==> src/rtl/ir_pkg.sv <==
// ir_pkg -- shared definitions for the IR command sequencer.
//   FSM state encoding, NEC frame field offsets, counter widths and a
//   saturating-increment helper used by the error/overflow counters.
package ir_pkg;

  // FSM state encoding
  localparam logic [1:0] ST_IDLE  = 2'd0;
  localparam logic [1:0] ST_CHECK = 2'd1;
  localparam logic [1:0] ST_ENQ   = 2'd2;

  // NEC frame layout: {~cmd, cmd, ~addr, addr}
  localparam int unsigned FIELD_W   = 8;
  localparam int unsigned ADDR_LSB  = 0;
  localparam int unsigned NADDR_LSB = 8;
  localparam int unsigned CMD_LSB   = 16;
  localparam int unsigned NCMD_LSB  = 24;

  // Counter widths
  localparam int unsigned CNT_W  = 8;   // errCount / ovfCount
  localparam int unsigned HOLD_W = 24;  // repeat-holdoff counter

  function automatic logic [CNT_W-1:0] satInc(input logic [CNT_W-1:0] v);
    return (v == '1) ? v : v + CNT_W'(1);
  endfunction

endpackage

==> src/rtl/ir_cmd_fifo.sv <==
// ir_cmd_fifo -- small synchronous FIFO holding accepted IR commands.
//   Ports: clk, res (sync, active-high), push/din (write), pop (read),
//          full, empty, head (entry at the read pointer, 0 when empty).
//   A push while full is only taken when a pop happens in the same cycle.
import ir_pkg::*;

module ir_cmd_fifo #(
  parameter int unsigned DEPTH = 4,
  parameter int unsigned WIDTH = 8
) (
  input  logic             clk,
  input  logic             res,
  input  logic             push,
  input  logic             pop,
  input  logic [WIDTH-1:0] din,
  output logic             full,
  output logic             empty,
  output logic [WIDTH-1:0] head
);

  localparam int unsigned PTR_W = $clog2(DEPTH);
  localparam int unsigned OCC_W = PTR_W + 1;

  logic [WIDTH-1:0] mem [DEPTH];
  logic [PTR_W-1:0] wrPtr;
  logic [PTR_W-1:0] rdPtr;
  logic [OCC_W-1:0] count;
  logic             doPush;
  logic             doPop;

  assign full   = (count == OCC_W'(DEPTH));
  assign empty  = (count == '0);
  assign doPop  = pop & ~empty;
  assign doPush = push & (~full | doPop);
  assign head   = empty ? '0 : mem[rdPtr];

  // DEPTH is a power of two, so the pointers wrap by natural overflow.
  always_ff @(posedge clk) begin
    if (res) begin
      wrPtr <= '0;
      rdPtr <= '0;
      count <= '0;
    end else begin
      if (doPush) wrPtr <= wrPtr + PTR_W'(1);
      if (doPop)  rdPtr <= rdPtr + PTR_W'(1);
      case ({doPush, doPop})
        2'b10:   count <= count + OCC_W'(1);
        2'b01:   count <= count - OCC_W'(1);
        default: count <= count;
      endcase
    end
  end

  always_ff @(posedge clk) begin
    if (doPush) mem[wrPtr] <= din;
  end

endmodule

==> src/rtl/ir_cmd_sequencer.sv <==
// ir_cmd_sequencer -- validates NEC frames from an IR decoder and queues
// the command bytes for a downstream consumer.
//   Ports: clk, res (sync, active-high), code[31:0] (NEC frame),
//          dataValid (frame-valid level), cmdOut/cmdValid/cmdReady
//          (command stream), errCount (bad frames), ovfCount (drops on
//          full queue). Counters saturate at 8'hFF.
//   Build option: define IR_ADDR_FILTER_EN to also require the frame
//   address to equal ADDR_MATCH.
//   Repeated identical commands are suppressed for HOLDOFF cycles after
//   the last accepted one.
import ir_pkg::*;

module ir_cmd_sequencer #(
  parameter logic [FIELD_W-1:0] ADDR_MATCH = 8'h00,
  parameter logic [HOLD_W-1:0]  HOLDOFF    = 24'd5000000,
  parameter int unsigned        FIFO_DEPTH = 4
) (
  input  logic               clk,
  input  logic               res,
  input  logic [31:0]        code,
  input  logic               dataValid,
  output logic [FIELD_W-1:0] cmdOut,
  output logic               cmdValid,
  input  logic               cmdReady,
  output logic [CNT_W-1:0]   errCount,
  output logic [CNT_W-1:0]   ovfCount
);

  logic               dvReg;
  logic               armed;
  logic [1:0]         state;
  logic [31:0]        codeReg;
  logic [HOLD_W-1:0]  holdoff;
  logic [FIELD_W-1:0] lastCmd;

  logic [FIELD_W-1:0] fAddr;
  logic [FIELD_W-1:0] fNAddr;
  logic [FIELD_W-1:0] fCmd;
  logic [FIELD_W-1:0] fNCmd;
  logic               addrOk;
  logic               checkPass;
  logic               isDup;
  logic               frameEvent;
  logic               fifoPush;
  logic               fifoPop;
  logic               fifoFull;
  logic               fifoEmpty;
  logic               pushAccepted;

  assign fAddr  = codeReg[ADDR_LSB  +: FIELD_W];
  assign fNAddr = codeReg[NADDR_LSB +: FIELD_W];
  assign fCmd   = codeReg[CMD_LSB   +: FIELD_W];
  assign fNCmd  = codeReg[NCMD_LSB  +: FIELD_W];

`ifdef IR_ADDR_FILTER_EN
  assign addrOk = (fAddr == ADDR_MATCH);
`else
  logic unusedAddrMatch;
  assign addrOk          = 1'b1;
  assign unusedAddrMatch = ^ADDR_MATCH;
`endif

  assign checkPass = (fNAddr == ~fAddr) && (fNCmd == ~fCmd) && addrOk;
  assign isDup     = (fCmd == lastCmd) && (holdoff != '0);

  // armed stays low after reset until dataValid is seen low, so a level
  // already high when reset releases does not look like a new frame.
  assign frameEvent = dataValid & ~dvReg & armed;

  assign fifoPush     = (state == ST_ENQ);
  assign fifoPop      = cmdValid & cmdReady;
  assign pushAccepted = fifoPush & (~fifoFull | fifoPop);
  assign cmdValid     = ~fifoEmpty;

  always_ff @(posedge clk) begin
    if (res) begin
      dvReg    <= 1'b0;
      armed    <= 1'b0;
      state    <= ST_IDLE;
      codeReg  <= '0;
      holdoff  <= '0;
      lastCmd  <= '0;
      errCount <= '0;
      ovfCount <= '0;
    end else begin
      dvReg <= dataValid;
      if (!dataValid) armed <= 1'b1;

      if (pushAccepted)          holdoff <= HOLDOFF;
      else if (holdoff != '0)    holdoff <= holdoff - HOLD_W'(1);

      case (state)
        ST_IDLE: begin
          if (frameEvent) begin
            codeReg <= code;
            state   <= ST_CHECK;
          end
        end
        ST_CHECK: begin
          if (!checkPass) begin
            errCount <= satInc(errCount);
            state    <= ST_IDLE;
          end else if (isDup) begin
            state <= ST_IDLE;
          end else begin
            state <= ST_ENQ;
          end
        end
        ST_ENQ: begin
          if (pushAccepted) lastCmd  <= fCmd;
          else              ovfCount <= satInc(ovfCount);
          state <= ST_IDLE;
        end
        default: state <= ST_IDLE;
      endcase
    end
  end

  ir_cmd_fifo #(
    .DEPTH (FIFO_DEPTH),
    .WIDTH (FIELD_W)
  ) u_fifo (
    .clk   (clk),
    .res   (res),
    .push  (fifoPush),
    .pop   (fifoPop),
    .din   (fCmd),
    .full  (fifoFull),
    .empty (fifoEmpty),
    .head  (cmdOut)
  );

endmodule

==> config.mk <==
export PLATFORM = sky130hd
export DESIGN_NAME = ir_cmd_sequencer
export DESIGN_NICKNAME = d
export VERILOG_FILES = /design/src/rtl/ir_pkg.sv /design/src/rtl/ir_cmd_fifo.sv /design/src/rtl/ir_cmd_sequencer.sv
export SDC_FILE = /design/constraint.sdc
export NUM_CORES = 1
export LEC_CHECK = 0
export BUFFER_PORTS_ARGS = -buffer_cell sky130_fd_sc_hd__buf_2
export CAP_MARGIN = 10
export CORE_MARGIN = 2
export CORE_UTILIZATION = 35
export DETAILED_ROUTE_END_ITERATION = 8
export GPL_ROUTABILITY_DRIVEN = 0
export GPL_TIMING_DRIVEN = 1
export SLEW_MARGIN = 20
export SYNTH_ARGS = -nofsm -noshare
export SYNTH_HDL_FRONTEND = slang
export SYNTH_HIERARCHICAL = 1
export SYNTH_SLANG_ARGS = --single-unit
==> constraint.sdc <==
create_clock -name clk -period 2.9 [get_ports clk]
set_clock_uncertainty 0.1 [all_clocks]
set_input_delay 0.29 -clock clk [delete_from_list [all_inputs] [get_ports clk]]
set_output_delay 0.29 -clock clk [all_outputs]
set_load 0.005 [all_outputs]
==> results.md <==
Power:
- The leakage power of the design is 2.48 nW.
- The relative contribution of the clock network to total power is 0.379.
- Of the total power, combinational logic draws 0.237.
- For this design the ratio of total power to cell area is 822 nW/µm².
- The share of total power dissipated in sequential elements is 0.383.
- The peak supply drop is 0.444 mV.
- Of the total power, the share spent switching nets is 0.299.
- The net load switching power is 1.66 mW.
- The design internal power is 3.88 mW.

Run:
- Max-cap violations in this run came to 0.

Finish:
- The total area of multi-input combinational cells is 2590 µm².
- The fraction of layout cells with a size suffix above 1 is 0.199.
- Registers take 2820 µm².
- 0 antenna diodes ended up in the layout.
- The filler cells instantiated in the layout total 1532.
- The layout-stage area growth over the synthesis result is 20.0%.
- At the end of the flow, the number of nets in the layout was 685.
- The number of standard cells in the final layout excluding fillers is 869.

Min path:
- Along the worst hold path, the cell count comes to 3.
- The worst hold-check path type is in2reg.

STA:
- Setup repair after global routing left no endpoint under its margin.
- The number of max-slew violations in the final report is 0.
- The worst pin sits at a relative slew slack of 0.500.
- Of the available clock period, the critical path in the final layout requires 0.819.
- In the final timing run, aggregate negative setup slack is 0 ns.
- The slew of the pin with the lowest slew margin is 0.744 ns.
- The worst path in the final design needs a cycle of 2.37 ns, including I/O delays and setup.
- The maximum operating frequency is 0.421 GHz.
- The final number of hold-violating endpoints came to 0.
- The count of endpoints failing setup in the final report is 0.

Logic synthesis:
- The mapped cell area is 5620 µm².
- The flip-flop and latch count after synthesis is 125.
- In the synthesized netlist, the cells that appear most often are sky130_fd_sc_hd__dfxtp_1, sky130_fd_sc_hd__nand2_1, sky130_fd_sc_hd__a21oi_1, sky130_fd_sc_hd__edfxtp_1, sky130_fd_sc_hd__nor2_1.
- Averaged over all synthesized cells, the footprint is 9.72 µm².
- For this run, the register share of the synthesized area comes to 0.502.
- Summed over all instances, the cell type with the most area after synthesis is sky130_fd_sc_hd__dfxtp_1.
- The number of different library cells used by synthesis comes to 57.
- The number of flops mapped to enable cells by yosys is 32.
- In the synthesized netlist the dominant register cell turns out to be sky130_fd_sc_hd__dfxtp_1.
- The number of cells produced by synthesis is 578.
- The number of nets handed over by synthesis was 623.
- The share of synthesized area in the top cell type comes to 0.331.
- The number of warnings printed during yosys synthesis is 6.
- For this run, asynchronously set or reset flops after synthesis account for 0.
- Ranked by total cell area, the synthesized netlist is headed by sky130_fd_sc_hd__dfxtp_1, sky130_fd_sc_hd__edfxtp_1, sky130_fd_sc_hd__nand2_1.

GRT:
- The number of global-route vias before repair is 4085.
- Global routing finished with a remaining overflow of 0.
- In the global route stage, overall resource usage came out at 0.147.
- Entering global routing, the biggest net connects 85 pins.
- The first global-routing pass estimated 19300 µm of wire.
- The number of antenna violations at the first check in global routing came to 0.

CTS:
- The worst-skew pair later-pin latency is 0.41 ns.
- For this design, the sink count on the clock tree is 125.
- The clock passes through at most 2 buffers.
- The root buffer cell chosen for the clock tree is sky130_fd_sc_hd__clkbuf_16.
- The total number of H-tree levels is 4.
- The total CTS buffers is 17.
- Clock-pin slew was measured on the worst setup and hold paths at 0.05 ns.
- The TritonCTS clock tree is done.
- Once the clock tree was built, the setup fixing pass inserted 0 buffers.

Floorplanning:
- The die extent in x is 131 µm.
- For this design the top-level I/O count stands at 61.
- The floorplan has 46 rows.
- The die area is 17100 µm².
- In this run the standard cell core region covers 15800 µm².
- The starting density of the core is 0.356.
- The floorplan step set the die height to 131 µm.

Setup path:
- Of all nets on the critical path, the largest fanout is 10.
- The critical path data required time is 2.86 ns.
- STA classifies the critical path endpoint as a flop.
- The worst register-to-register path has a depth of 7.
- STA classifies the critical path startpoint as a flop.
- STA puts the critical path data arrival time at 2.33 ns.
- The type of the worst setup path is reg2reg.

Detailed routing:
- Dividing the detail-routed via count by the number of cells gives 4.93.
- The remaining antenna violation count is 0.
- The number of detailed-routing iterations run before antenna repair is 4.
- The number of DRC markers in iteration 0 is 285.
- The final routed wire length divided by cell count is 13.7 µm.
- The routed design has 11900 µm of wire.
- The routed layout has 4283 vias.
- For this run, design rule violations remaining after detail routing come to 0.

Placed design:
- Input and output buffers added on the ports amount to 60.
- Including well taps, the total number of placed cells is 834.
- The post-DP HPWL is 8150 µm.

Status:
- The flow ran to the end, and the final reports show no timing, DRC or antenna violations.
## per-layer routing
metal  vias to the layer above  share of wire  routed length [µm]  track usage
met3                        19          0.039                 461       0.0440
met4                         0          0.018                 213       0.0620
met5                         -              0                   0            0
li1                       2164              -                   -            -
met2                        79           0.48                5750        0.244
met1                      2021           0.46                5500        0.178
## power by group through the flow
stage | Combinational [mW] | Clock (mW) | Sequential, mW
floorplan | 1.04 | 0 | 2.11
global placement | 1.27 | 0 | 2.14
detailed placement | 1.30 | 0 | 2.15
CTS | 1.31 | 2.15 | 2.12
global route | 1.48 | 2.22 | 2.15
finish | 1.32 | 2.10 | 2.12
## sequential cells by signal (all words and copies together), names as in the netlist, named ones only
name / flops
u_fifo/count: 3
u_fifo/wrPtr: 2
holdoff: 24
errCount: 8
armed: 1
lastCmd: 8
ovfCount: 8
dvReg: 1
codeReg: 32
u_fifo/mem: 32
state: 2
u_fifo/rdPtr: 2
## through the flow
step	area, µm²	total power [mW]	hold WS (ns)	utilization	worst slack (ns)
6_report	6740	5.54	0.0102	0.427	0.526
4_1_cts	6740	5.58	0.000603	0.427	0.492
5_1_grt	6740	5.84	0.0125	0.427	0.316
3_5_place_dp	6130	3.45	0.345	0.388	0.499
2_1_floorplan	5620	3.15	0.286	-	0.550
3_3_place_gp	6130	3.42	0.333	0.388	0.587
## cell families after synthesis
group	share of synthesized area
fa+ha+maj	0.0214
xor+xnor	0.0701
compound gates	0.108
buf+inv	0.0387
mux	0.0472
simple gates	0.212
flops	0.502
## worst max-delay path, stage by stage, from the launching register on
cell and delay [ns]:
sky130_fd_sc_hd__dfxtp_1 0.54, sky130_fd_sc_hd__nor3_2 0.10, sky130_fd_sc_hd__nand2b_1 0.23, sky130_fd_sc_hd__inv_1 0.12
sky130_fd_sc_hd__buf_4 0.18, sky130_fd_sc_hd__inv_1 0.08, sky130_fd_sc_hd__a31oi_4 0.23, sky130_fd_sc_hd__and2_1 0.45
## area by class of cell
class                   instances  area share
inverters                      14     0.00780
well taps                     216      0.0401
clock buffers                  21      0.0653
flip-flops and latches        125       0.419
repair buffers                 74      0.0631
clock inverters                11      0.0213
multi-input cells             408       0.384
## cells in the final DEF (no fill, tap or decap), types with 9 or more instances in the layout
cell type	instances
sky130_fd_sc_hd__nand2_1	93
sky130_fd_sc_hd__dfxtp_1	93
sky130_fd_sc_hd__a21oi_1	66
sky130_fd_sc_hd__buf_2	60
sky130_fd_sc_hd__edfxtp_1	32
sky130_fd_sc_hd__nor2_1	29
sky130_fd_sc_hd__xor2_1	23
sky130_fd_sc_hd__xnor2_1	22
sky130_fd_sc_hd__nand4_1	19
sky130_fd_sc_hd__clkbuf_16	17
sky130_fd_sc_hd__or3_1	16
sky130_fd_sc_hd__inv_1	14
sky130_fd_sc_hd__nor2b_1	13
sky130_fd_sc_hd__o21ai_0	12
sky130_fd_sc_hd__nand2b_1	10
sky130_fd_sc_hd__buf_4	10
sky130_fd_sc_hd__nor3_1	9
## worst paths after layout
check / start / end / slack [ns]
min: code[4] / codeReg[4] / 0.01
min reg2reg: armed / armed / 0.36
max: u_fifo/count[0] / u_fifo/mem[1][6] / 0.53
max reg2reg: u_fifo/count[0] / u_fifo/mem[1][6] / 0.53
## timing repair
action | 4_1_cts | 5_1_grt
endpoints found under the hold margin | 3 | 0
hold buffers | 3 | 0
gates resized for setup | 0 | 0
No activity file was read; power rests on OpenSTA's default activity.
